$ cat src/rtl/calc_seq_ctrl_pkg.sv
// ----------------------------------------------------------------------------
// calc_seq_ctrl_pkg
// Shared definitions for the calculator multiply/divide sequencer.
//   - FSM state encoding used by calc_seq_ctrl
//   - operation codes for the op input
// ----------------------------------------------------------------------------
package calc_seq_ctrl_pkg;

    // FSM state encoding
    localparam logic [1:0] ST_IDLE = 2'd0;
    localparam logic [1:0] ST_LOAD = 2'd1;
    localparam logic [1:0] ST_RUN  = 2'd2;
    localparam logic [1:0] ST_DONE = 2'd3;

    // Operation codes
    localparam logic OP_MUL = 1'b0;
    localparam logic OP_DIV = 1'b1;

endpackage

$ cat src/rtl/calc_step_cntr.sv
// ----------------------------------------------------------------------------
// calc_step_cntr
// Iteration counter for the multi-cycle arithmetic loop.
// Ports:
//   clk    in  1         system clock, rising edge
//   reset  in  1         asynchronous, active-high; clears the count
//   clr    in  1         synchronous clear (takes priority over en)
//   en     in  1         advance the count by one
//   full   out 1         count is at its maximum value (2**CNT_BITS-1)
// ----------------------------------------------------------------------------
module calc_step_cntr #(
    parameter int CNT_BITS = 3
) (
    input  logic clk,
    input  logic reset,
    input  logic clr,
    input  logic en,
    output logic full
);

    logic [CNT_BITS-1:0] count;

    always_ff @(posedge clk or posedge reset) begin
        if (reset) begin
            count <= '0;
        end else if (clr) begin
            count <= '0;
        end else if (en) begin
            // Wraps to zero after the last iteration; the value is not reused.
            count <= count + 1'b1;
        end
    end

    assign full = &count;

endmodule

$ cat src/rtl/calc_seq_ctrl.sv
// ----------------------------------------------------------------------------
// calc_seq_ctrl
// Multi-cycle arithmetic sequencer: unsigned shift-add multiply or restoring
// shift-subtract divide, one iteration per clock for WIDTH iterations.
// Handshake: start is sampled only in IDLE; busy is high in LOAD and RUN;
// done pulses for one cycle in DONE. result/err hold until the next
// accepted start.
// Ports:
//   clk     in  1         system clock, rising edge
//   reset   in  1         asynchronous, active-high; clears all state
//   start   in  1         request strobe, sampled only in IDLE
//   op      in  1         0 = multiply, 1 = divide
//   a       in  WIDTH     multiplicand / dividend
//   b       in  WIDTH     multiplier / divisor
//   busy    out 1         high in LOAD and RUN
//   done    out 1         single-cycle pulse in DONE
//   err     out 1         divide-by-zero flag, valid with done
//   result  out 2*WIDTH   mul: product; div: {remainder, quotient}
// ----------------------------------------------------------------------------
module calc_seq_ctrl
    import calc_seq_ctrl_pkg::*;
#(
    parameter int WIDTH    = 8,
    parameter int CNT_BITS = 3
) (
    input  logic               clk,
    input  logic               reset,
    input  logic               start,
    input  logic               op,
    input  logic [WIDTH-1:0]   a,
    input  logic [WIDTH-1:0]   b,
    output logic               busy,
    output logic               done,
    output logic               err,
    output logic [2*WIDTH-1:0] result
);

    // FSM state register; kept as a plain named signal so checkers can bind.
    logic [1:0]         state;

    // Operands latched at acceptance
    logic [WIDTH-1:0]   a_r;
    logic [WIDTH-1:0]   b_r;
    logic               op_r;

    // Shared accumulator: mul -> {upper partial sum, multiplier bits}
    //                     div -> {remainder, quotient/dividend bits}
    logic [2*WIDTH-1:0] acc;

    logic               cnt_full;

    // Combinational single-iteration datapath
    logic [WIDTH:0]     mul_sum;
    logic [2*WIDTH-1:0] mul_next;
    logic [WIDTH:0]     div_trial;
    logic [WIDTH:0]     div_diff;
    logic [2*WIDTH-1:0] div_next;
    logic [2*WIDTH-1:0] step_next;

    calc_step_cntr #(
        .CNT_BITS (CNT_BITS)
    ) u_step_cntr (
        .clk   (clk),
        .reset (reset),
        .clr   (state == ST_LOAD),
        .en    (state == ST_RUN),
        .full  (cnt_full)
    );

    always_comb begin
        // Multiply: conditionally add multiplicand into the upper half with
        // a carry bit, then shift the (WIDTH+1)+WIDTH pair right by one.
        mul_sum  = {1'b0, acc[2*WIDTH-1:WIDTH]} + (acc[0] ? {1'b0, a_r} : '0);
        mul_next = {mul_sum, acc[WIDTH-1:1]};

        // Divide: shift {rem, quo} left and trial-subtract the divisor.
        // div_diff[WIDTH] is the borrow: set means the remainder was smaller.
        div_trial = {acc[2*WIDTH-1:WIDTH], acc[WIDTH-1]};
        div_diff  = div_trial - {1'b0, b_r};
        if (div_diff[WIDTH]) begin
            div_next = {div_trial[WIDTH-1:0], acc[WIDTH-2:0], 1'b0};
        end else begin
            div_next = {div_diff[WIDTH-1:0], acc[WIDTH-2:0], 1'b1};
        end

        step_next = (op_r == OP_DIV) ? div_next : mul_next;
    end

    always_ff @(posedge clk or posedge reset) begin
        if (reset) begin
            state  <= ST_IDLE;
            a_r    <= '0;
            b_r    <= '0;
            op_r   <= OP_MUL;
            acc    <= '0;
            err    <= 1'b0;
            result <= '0;
        end else begin
            case (state)
                ST_IDLE: begin
                    if (start) begin
                        a_r    <= a;
                        b_r    <= b;
                        op_r   <= op;
                        err    <= 1'b0;
                        result <= '0;
                        state  <= ST_LOAD;
                    end
                end
                ST_LOAD: begin
                    // Seed the accumulator with the operand that is shifted
                    // out over the iterations; the other half starts cleared.
                    if (op_r == OP_DIV) begin
                        acc <= {{WIDTH{1'b0}}, a_r};
                    end else begin
                        acc <= {{WIDTH{1'b0}}, b_r};
                    end
                    if (op_r == OP_DIV && b_r == '0) begin
                        err    <= 1'b1;
                        result <= '0;
                        state  <= ST_DONE;
                    end else begin
                        err   <= 1'b0;
                        state <= ST_RUN;
                    end
                end
                ST_RUN: begin
                    acc <= step_next;
                    // The iteration taken while the counter is full is the last.
                    if (cnt_full) begin
                        result <= step_next;
                        state  <= ST_DONE;
                    end
                end
                default: begin
                    state <= ST_IDLE;
                end
            endcase
        end
    end

    assign busy = (state == ST_LOAD) || (state == ST_RUN);
    assign done = (state == ST_DONE);

endmodule
$ cat config.mk
export PLATFORM = sky130hd
export DESIGN_NAME = calc_seq_ctrl
export DESIGN_NICKNAME = d
export VERILOG_FILES = /design/src/rtl/calc_seq_ctrl_pkg.sv /design/src/rtl/calc_step_cntr.sv /design/src/rtl/calc_seq_ctrl.sv
export SDC_FILE = /design/constraint.sdc
export NUM_CORES = 1
export LEC_CHECK = 0
export ABC_AREA = 1
export CORE_ASPECT_RATIO = 1.2
export CORE_MARGIN = 1
export CORE_UTILIZATION = 35
export CTS_BUF_LIST = sky130_fd_sc_hd__clkbuf_16
export CTS_CLUSTER_DIAMETER = 120
export DETAILED_ROUTE_END_ITERATION = 12
export PLACE_DENSITY = 0.59
export SKIP_LAST_GASP = 1
export SLEW_MARGIN = 20
export SYNTH_ARGS = -nofsm -noshare
export SYNTH_HDL_FRONTEND = slang
export SYNTH_SLANG_ARGS = --single-unit
export TNS_END_PERCENT = 5
$ cat constraint.sdc
create_clock -name clk -period 3.4 [get_ports clk]
set_input_delay 1.02 -clock clk [delete_from_list [all_inputs] [get_ports clk]]
set_output_delay 1.02 -clock clk [all_outputs]
set_load 0.03 [all_outputs]
==> results of run 1 <==
-- synth_stat cells, drive strengths merged --
| cell type | number | area share, % |
|---|---|---|
| nand3b | 2 | 0.43 |
| xor2 | 3 | 0.75 |
| inv | 61 | 6.6 |
| buf | 6 | 1.2 |
| nand4 | 3 | 0.53 |
| fa | 2 | 1.1 |
| o21a | 1 | 0.21 |
| ha | 23 | 8.2 |
| a21oi | 33 | 5.0 |
| mux2 | 9 | 2.9 |
| a31oi | 7 | 1.2 |
| clkinv | 1 | 0.11 |
| nor2 | 30 | 3.2 |
| a22oi | 1 | 0.21 |
| o22ai | 1 | 0.36 |
| xnor2 | 3 | 0.75 |
| nand2 | 120 | 13 |
| o21ai | 29 | 5.0 |
| dfrtp | 55 | 39 |
| clkbuf | 10 | 1.1 |
| nor4 | 2 | 1.2 |
| nand3 | 50 | 7.4 |
-- layer usage --
| layer | routed length [um] | part of all wire (%) | track usage (%) |
|---|---|---|---|
| met5 | 0 | 0 | 0 |
| met4 | 186 | 2.1 | 6.87 |
| met3 | 355 | 4.0 | 2.32 |
| met2 | 4390 | 50 | 31.3 |
| met1 | 3920 | 44 | 23.3 |
-- power by group --
| part | leakage, nW | switching (W) | internal [W] | total [W] |
|---|---|---|---|---|
| clock network | 0.0856 | 0.000248 | 0.000348 | 0.000596 |
| logic | 1.41 | 0.00157 | 0.000860 | 0.00243 |
| registers | 0.681 | 0.000237 | 0.000929 | 0.00117 |
-- metrics by stage --
step	instances	setup WS [ns]	util, %	total power [W]	instance area (sq um)
after CTS	612	0.561	43.5	0.00422	4190
after floorplan	452	1.04	-	0.00295	3510
final	612	0.583	43.5	0.00419	4190
after global placement	604	0.857	41.8	0.00357	4020
after detailed placement	604	0.856	41.8	0.00362	4020
after global routing	612	0.501	43.5	0.00457	4190
-- cells in the final DEF (no fill, tap or decap), drive strengths merged --
cell type,synthesis,layout
nand2,120,120
inv,61,63
dfrtp,55,55
nand3,50,50
clkdlybuf4s50,0,38
a21oi,33,33
nor2,30,30
o21ai,29,29
ha,23,23
mux2,9,9
a31oi,7,7
buf,6,7
clkbuf,10,5
nand4,3,3
xnor2,3,3
xor2,3,3
nand3b,2,2
nor4,2,2
fa,2,2
clkinv,1,1
o21a,1,1
o22ai,1,1
a22oi,1,1
bufinv,0,1
-- flip-flops by register name (all words and copies together), names as in the netlist --
register / flops
op_r: 1
state: 2
a_r: 8
result: 16
b_r: 8
err: 1
acc: 16
u_step_cntr.count: 3
-- critical path, delay by kind of cell (launching register included) --
kind | cells | cell delay (ns)
buffers and inverters | 2 | 0.76
adder cells (fa/ha/maj) | 1 | 0.29
flip-flops | 1 | 0.44
-- worst min-delay path by stage --
stage,startpoint,to,cells after the start
4_1_cts,result[10],result[10],2
3_3_place_gp,u_step_cntr.count[2],u_step_cntr.count[2],2
2_1_floorplan,u_step_cntr.count[0],u_step_cntr.count[0],1
3_5_place_dp,result[10],result[10],2
5_1_grt,result[14],result[14],2
6_report,result[10],result[10],2
-- logic make-up after synthesis --
family          count (synthesis)  synth area share, %
compound gates                 72                 12.0
buf+inv                        78                 9.01
flops                          55                 39.2
fa+ha+maj                      25                 9.33
simple gates                  207                 26.0
mux                             9                 2.89
xor+xnor                        6                 1.50
-- cell type report --
class                           instances  area (sq um)
Clock buffer                            5           125
Clock inverter                          3          42.5
Fill cell                             961          5430
Inverter                               62           235
Multi-Input combinational cell        319          1820
Sequential cell                        55          1380
Tap cell                              123           154
Timing Repair Buffer                   45           433
==> impl_results.md, run 1 <==
- Outcome: finished, final reports clean
- CP max FO: 5
- Sinks on the clock net: 55
- Final setup fails: 0
- Fin Hold WS: 0.482 ns
- Max stage delay cell, worst path: clkdlybuf4s50_1
- First-pass GRT wire length: 15.0 mm
- Post-route ant nets: 0
- Synth Area per Inst: 7.77 sq um
- Post-CTS setup buffer count: 0
- Clock buffer count from CTS: 5
- Final worst-path cycle share: 82.8%
- Worst ir drop on vdd: 0.836 mV
- Post-synthesis sequential area ratio: 39.2%
- Remaining global-route overflow: 0
- RR Endpoint: result[13]
- Port bufs: 38
- Synth Warn #: 0
- Io pins: 39
- Synth cell types: 31
- Largest net degree at the start of global routing: 30
- Clk buf depth: 2
- Critical path endpoint: busy
- Period minus WS final: 2.82 ns
- Crit. End Element: output pin
- Worst path required time: 2.38 ns
- Slew HR: 64.5%
- Tightest Hold Check Type: reg2reg
- RSZ-0062 raised after global routing: false
- Vert. Die Dim: 112 um
- Setup CP Type: reg2out
- WL final: 8.86 mm
- # diodes: 0
- PwrDens: 1000 mW/mm^2
- CP peak stage delay: 0.67 ns
- Starting density of the core: 36.5%
- Post-cts resize count: 0
- Post-layout nets: 533
- MaxCap Viol Count: 0
- LEAKAGE: 2.17 nW
- CTS clock-pin slew for the worst setup and hold paths: 0.08 ns
- Flop-to-flop setup slack: 0.85 ns
- HPWL after DPL: 6.76 mm
- Residual DRC count: 0
- Number of global-route vias before repair: 3016
- Htree depth: 2
- Share of layout cells above drive strength 1: 9.20%
- Worst-margin pin slew: 0.533 ns
- Clock skew: 0.00781 ns
- Vias: 3037
- CP Launch Type: register
- Die area: 0.0104 sq mm
- Synth Cell Area: 0.00351 sq mm
- Initial antenna violation count: 0
- RR Startpoint: b_r[0]
- Mapped Cells: 452
- F_max: 355 MHz
- Root buffer cell: clkbuf_16
- Seq cells post-synth: 55
- Setup TNS: 0 ns
- Core area: 0.00961 sq mm
- Cell Chain, Critical Path: inv_1 -> ha_1 -> clkdlybuf4s50_1
- Placer congestion estimate: 0.877
- Mean routed wirelength per cell: 14.5 um
- FF-to-FF path depth: 13
- Hold-fix buffers at CTS: 0
- Clock Latency Late Sink: 0.30 ns
- DR pass1 iterations: 4
- CTS tree: built
- Via density: 4.96
- Row count: 39
- Arrival @ worst endpoint: 1.80 ns
- Tot GR Track Use: 18.3%
- Worst Setup SP: state[1]
- Syn-to-layout area delta: 19.2%
- Final number of hold-violating endpoints: 0
- 1st-iter DRT viols: 164
- Syn_nets: 497
- Die width: 93.4 um
- Final slew viol count: 0
No activity file was read; power rests on OpenSTA's default activity.
==> run 2, diff against run 1 <==
Settings changed: PLACE_DENSITY 0.59 to 0.61.
Clock period 3.4 ns to 2.3 ns, I/O delays scaled along.
==> impl_results.md, run 2 (synthesis gave the netlist of run 1 again) <==
- P_sw: 0.00307 W (+50%)
- CP max FO: 9 (+4)
- Vert. Die Dim: 112 um (unchanged)
- MaxCap Viol Count: 0 (unchanged)
- Clock skew: 0.00685 ns (-0.000967 ns)
- Tot GR Track Use: 17.4% (-0.90 points)
- Htree depth: 2 (unchanged)
- Fin cells: 619 (+1.1%)
- Largest delay contributor family on the critical path: compound AO/OA/AOI/OAI gates
- Number of global-route vias before repair: 2919 (-3.2%)
- Placed Cells: 610 (+0.99%)
- Tightest Hold Check Type: reg2reg
- Most common cell after layout, fill and taps aside: nand2_1
- Vias: 3097 (+2.0%)
- Largest net degree at the start of global routing: 30 (unchanged)
- Initial antenna violation count: 0 (unchanged)
- Via density: 5.00 (+0.82%)
- CP Launch Type: register
- Setup CP Type: reg2reg
- Share of layout cells above drive strength 1: 11.7% (+2.5 points)
- Final setup fails: 0 (unchanged)
- 1st-iter DRT viols: 199 (+21%)
- Hold depth: 2 (unchanged)
- Slew HR: 66.4% (+1.9 points)
- Internal: 0.00316 W (+48%)
- RR Startpoint: b_r[6]
- Net Sw Frac: 49.3% (+0.37 points)
- Max stage delay cell, worst path: dfrtp_1
- # diodes: 0 (unchanged)
- Worst path required time: 2.45 ns (+0.07 ns)
- LEAKAGE: 2.23 nW (+2.7%)
- CTS clock-pin slew for the worst setup and hold paths: 0.08 ns (about the same)
- CP bufs+invs: 2 (unchanged)
- Flop-to-flop setup slack: 0.16 ns (-0.69 ns)
- Outcome: finished, final reports clean
- Port bufs: 38 (unchanged)
- RR Endpoint: acc[0]
- Path length in cells of the critical path: 10 (+7)
- Post-route ant nets: 0 (unchanged)
- Setup TNS: 0 ns (unchanged)
- Die width: 93.4 um (unchanged)
- FF-to-FF path depth: 10 (-3)
- Core area: 0.00961 sq mm (unchanged)
- Worst ir drop on vdd: 0.882 mV (+5.4%)
- Placer congestion estimate: 0.899 (+2.4%)
- Root buffer cell: clkbuf_16
- Cell Chain, Critical Path: inv_1 -> ha_1 -> nand2_1 -> inv_1 -> a21oi_1 -> nand2_1 -> nand2_2 -> nand2_4 -> o21ai_1 -> a22oi_1
- Worst Hold End: result[9]
- Final-layout fill cell count: 956 (-0.52%)
- Final slew viol count: 0 (unchanged)
- Reg power frac: 27.7% (about the same)
- Arrival @ worst endpoint: 2.29 ns (+0.49 ns)
- PwrDens: 1460 mW/mm^2 (+45%)
- Clock Latency Late Sink: 0.29 ns (about the same)
- CP peak stage delay: 0.40 ns (-0.27 ns)
- Clock power frac: 12.6% (-1.6 points)
- Clk buf depth: 2 (unchanged)
- Final worst-path cycle share: 93.1%
- Clock buffer count from CTS: 5 (unchanged)
- Residual DRC count: 0 (unchanged)
- CTS tree: built
- Starting density of the core: 36.5% (unchanged)
- Final number of hold-violating endpoints: 0 (unchanged)
- Worst Hold Launch: result[9]
- Period minus WS final: 2.14 ns
- RSZ-0062 raised after global routing: true
- Crit. End Element: register
- HPWL after DPL: 6.70 mm (-0.92%)
- Hold-fix buffers at CTS: 0 (unchanged)
- First-pass GRT wire length: 14.4 mm (-3.9%)
- Post-layout nets: 540 (+1.3%)
- Commonest cells after routing, fill and taps aside: 113 x nand2_1, 59 x inv_1, 54 x dfrtp_1
- Remaining global-route overflow: 0 (unchanged)
- Combinational power share: 59.7% (+1.8 points)
- Biggest regs: acc: 16 flops, result: 16 flops
- WL final: 8.61 mm (-2.8%)
- F_max: 467 MHz
- Worst-margin pin slew: 0.504 ns (-0.0289 ns)
- Core Util, Final: 44.5% (+0.99 points)
- Row count: 39 (unchanged)
- Io pins: 39 (unchanged)
- DR pass1 iterations: 5 (+1)
- Die area: 0.0104 sq mm (unchanged)
- Mean routed wirelength per cell: 13.9 um (-3.9%)
- Sinks on the clock net: 55 (unchanged)
- Syn-to-layout area delta: 21.9%
[run 2: area by class of cell]
class	instances	area (sq um)	share of cell area, %
clock buffers	5	125	2.92
flip-flops and latches	55	1380	32.2
inverters	62	235	5.50
clock inverters	3	23.8	0.555
multi-input cells	319	1840	43.0
repair buffers	52	523	12.2
well taps	123	154	3.60
[run 2: worst reg2reg max path: stages (launching register included)]
cell	delay (ns)
dfrtp_1	0.40
inv_1	0.09
ha_1	0.36
nand2_1	0.11
inv_1	0.04
a21oi_1	0.30
nand2_1	0.11
nand2_2	0.13
nand2_4	0.09
o21ai_1	0.25
a22oi_1	0.10
[run 2: what timing repair did]
action | 4_1_cts | 5_1_grt
gates resized for setup | 0 | 7
endpoints found under the setup margin | 0 | 19
buffers inserted | 0 | 1
endpoints found under the hold margin | 0 | 0
[run 2: power by group through the flow]
stage / clock, W / sequential (W) / combinational [W]
6_report: 0.000784 / 0.00172 / 0.00372
5_1_grt: 0.000835 / 0.00178 / 0.00416
4_1_cts: 0.000796 / 0.00172 / 0.00370
3_5_place_dp: 0 / 0.00173 / 0.00368
3_3_place_gp: 0 / 0.00173 / 0.00363
2_1_floorplan: 0 / 0.00181 / 0.00255
[run 2: worst max path at each step]
stage | start | endpoint
after CTS | state[1] | done
after global placement | acc[7] | acc[0]
after detailed placement | acc[7] | acc[15]
after floorplan | reset | a_r[0]
after global routing | b_r[6] | result[14]
final | b_r[6] | acc[0]
[run 2: stage by stage]
step	instance area, sq um	setup WS (ns)	power, W	hold WS, ns
CTS	4250	0.0425	0.00621	0.487
finish	4280	0.158	0.00623	0.480
global placement	4100	0.167	0.00536	0.469
floorplan	3510	0.267	0.00436	0.451
global route	4280	-0.0228	0.00677	0.507
detailed placement	4100	0.104	0.00542	0.467
[run 2: routing by layer]
metal | vias to the layer above | part of all wire (%) | GRT usage (%)
li1 | 1558 | - | -
met1 | 1449 | 46 | 24.2
met2 | 82 | 48 | 28.6
met3 | 8 | 3.7 | 1.57
met4 | 0 | 1.6 | 5.03
met5 | - | 0 | 0
==> run 3, diff against run 2 <==
Settings changed: CTS_CLUSTER_DIAMETER 120 to 50, PLACE_DENSITY 0.61 to 0.59.
Clock period 2.3 ns to 2.16 ns, I/O delays scaled along.
==> impl_results.md, run 3 (synthesis gave the netlist of run 1 again) <==
- Outcome: finished, final reports clean
- Die width: 93.4 um (unchanged)
- F_max: 480 MHz (+2.9%)
- Share of layout cells above drive strength 1: 18.8% (+7.2 points)
- DR pass1 iterations: 4 (-1)
- CTS tree: built
- Most common cell after layout, fill and taps aside: nand2_1
- HPWL after DPL: 6.75 mm (+0.68%)
- Placer congestion estimate: 0.899 (about the same)
- Hold depth: 2 (unchanged)
- Core area: 0.00961 sq mm (unchanged)
- Number of global-route vias before repair: 3086 (+5.7%)
- FF-to-FF path depth: 14 (+4)
- Period minus WS final: 2.08 ns (-0.0603 ns)
- Worst ir drop on vdd: 1.47 mV (+67%)
- Post-route ant nets: 0 (unchanged)
- Tot GR Track Use: 18.2% (+0.83 points)
- Clock skew: 0.00827 ns (+0.00142 ns)
- Setup CP Type: reg2reg
- Root buffer cell: clkbuf_16
- Arrival @ worst endpoint: 2.33 ns (+0.04 ns)
- Final worst-path cycle share: 96.4% (+3.2 points)
- Vias: 3189 (+3.0%)
- RSZ-0062 raised after global routing: true
- Syn-to-layout area delta: 28.4%
- # diodes: 0 (unchanged)
- MaxCap Viol Count: 0 (unchanged)
- Sinks on the clock net: 55 (unchanged)
- CTS clock-pin slew for the worst setup and hold paths: 0.07 ns (about the same)
- Final setup fails: 0 (unchanged)
- LEAKAGE: 2.32 nW (+4.1%)
- Htree depth: 2 (unchanged)
- Slew HR: 68.3% (+1.9 points)
- Mean routed wirelength per cell: 14.6 um (+4.7%)
- CP max FO: 7 (-2)
- RR Startpoint: acc[7]
- Tightest Hold Check Type: reg2reg
- Worst Hold End: result[8]
- Final number of hold-violating endpoints: 0 (unchanged)
- Clock buffer count from CTS: 5 (unchanged)
- Io pins: 39 (unchanged)
- Residual DRC count: 0 (unchanged)
- Row count: 39 (unchanged)
- Largest net degree at the start of global routing: 56 (+87%)
- DP Area: 0.00412 sq mm (+0.43%)
- Post-layout nets: 548 (+1.5%)
- CP Launch Type: register
- Die area: 0.0104 sq mm (unchanged)
- Remaining global-route overflow: 0 (unchanged)
- PwrDens: 1550 mW/mm^2 (+6.8%)
- Clk buf depth: 2 (unchanged)
- Design area: 0.00451 sq mm (+5.3%)
- 1st-iter DRT viols: 151 (-24%)
- Biggest regs: acc: 16 flops, result: 16 flops
- RR Endpoint: acc[13]
- Flop-to-flop setup slack: 0.08 ns (-0.08 ns)
- Port bufs: 38 (unchanged)
- Crit. End Element: register
- Starting density of the core: 36.5% (unchanged)
- Via density: 5.09 (+1.7%)
- Final slew viol count: 0 (unchanged)
- Vert. Die Dim: 112 um (unchanged)
- Fin Hold WS: 0.480 ns (-0.0000850 ns)
- Worst path required time: 2.40 ns (-0.05 ns)
- WL final: 9.13 mm (+6.0%)
- Worst Hold Launch: result[8]
- Initial antenna violation count: 0 (unchanged)
- Commonest cells after routing, fill and taps aside: 109 x nand2_1, 57 x inv_1, 55 x dfrtp_1
- Worst-margin pin slew: 0.475 ns (-0.0292 ns)
- Hold-fix buffers at CTS: 0 (unchanged)
- First-pass GRT wire length: 14.7 mm (+2.4%)
- Clock Latency Late Sink: 0.31 ns (+0.02 ns)
-- run 3: cell types whose count changed in the layout (fill, tap and decap cells not counted), sizes merged --
cell / delta
dlymetal6s2s: -1
dlygate4sd2: +1
buf: +6
nand3: +1
nand2: +1
-- run 3: worst max path at each step --
stage	from	end	slack [ns]	cells past startpoint
finish	acc[7]	acc[13]	0.08	14
global route	acc[7]	acc[14]	-0.04	14
CTS	acc[7]	result[15]	-0.0008	14
detailed placement	acc[7]	acc[15]	0.004	14
global placement	acc[7]	result[15]	0.09	14
floorplan	reset	a_r[0]	0.17	1
-- run 3: stage by stage --
| stage | setup slack (ns) | TNS (ns) | total power, W | utilization (%) | cells |
|---|---|---|---|---|---|
| 6_report | 0.0779 | 0 | 0.00701 | 46.9 | 627 |
| 5_1_grt | -0.0440 | -0.452 | 0.00761 | 46.9 | 627 |
| 3_5_place_dp | 0.00371 | 0 | 0.00583 | 42.8 | 614 |
| 3_3_place_gp | 0.0892 | 0 | 0.00578 | 42.8 | 614 |
| 4_1_cts | -0.000779 | -0.000779 | 0.00670 | 44.4 | 622 |
| 2_1_floorplan | 0.166 | 0 | 0.00464 | - | 452 |
-- run 3: final cells by class --
| class | instances | area, sq um |
|---|---|---|
| Multi-Input combinational cell | 321 | 2020 |
| Timing Repair Buffer | 58 | 568 |
| Inverter | 62 | 235 |
| Clock inverter | 3 | 27.5 |
| Sequential cell | 55 | 1380 |
| Fill cell | 908 | 5100 |
| Clock buffer | 5 | 125 |
| Tap cell | 123 | 154 |
-- run 3: timing repair --
| action | 4_1_cts | 5_1_grt |
|---|---|---|
| pin swaps | 0 | 15 |
| resized for setup | 1 | 41 |
| setup buffers | 0 | 3 |
| gates cloned | 0 | 2 |
| setup endpoints to repair | 2 | 18 |
-- run 3: where the power goes --
group	switching, W	internal (W)	total, W
sequential	0.000365	0.00146	0.00183
clock	0.000419	0.000442	0.000860
combinational	0.00270	0.00162	0.00432
total	0.00348	0.00353	0.00701
-- run 3: critical path: stages, from the launching register on --
cell and delay [ns]:
dfrtp_1 0.41, inv_2 0.08, ha_4 0.12, inv_2 0.04, fa_2 0.40, nand3_2 0.07
nand3_2 0.09, nand2_4 0.11, nand2_2 0.07, nand2_4 0.14, buf_6 0.16, nand3_2 0.07
nand3_2 0.09, nand3_1 0.08, nand2_1 0.08
-- run 3: routing by layer --
metal | GRT usage [%] | part of all wire [%] | up-vias
met1 | 22.9 | 43 | 1515
met5 | 0 | 0 | -
met3 | 2.94 | 4.5 | 20
met2 | 30.8 | 49 | 81
li1 | - | - | 1573
met4 | 7.59 | 3.2 | 0
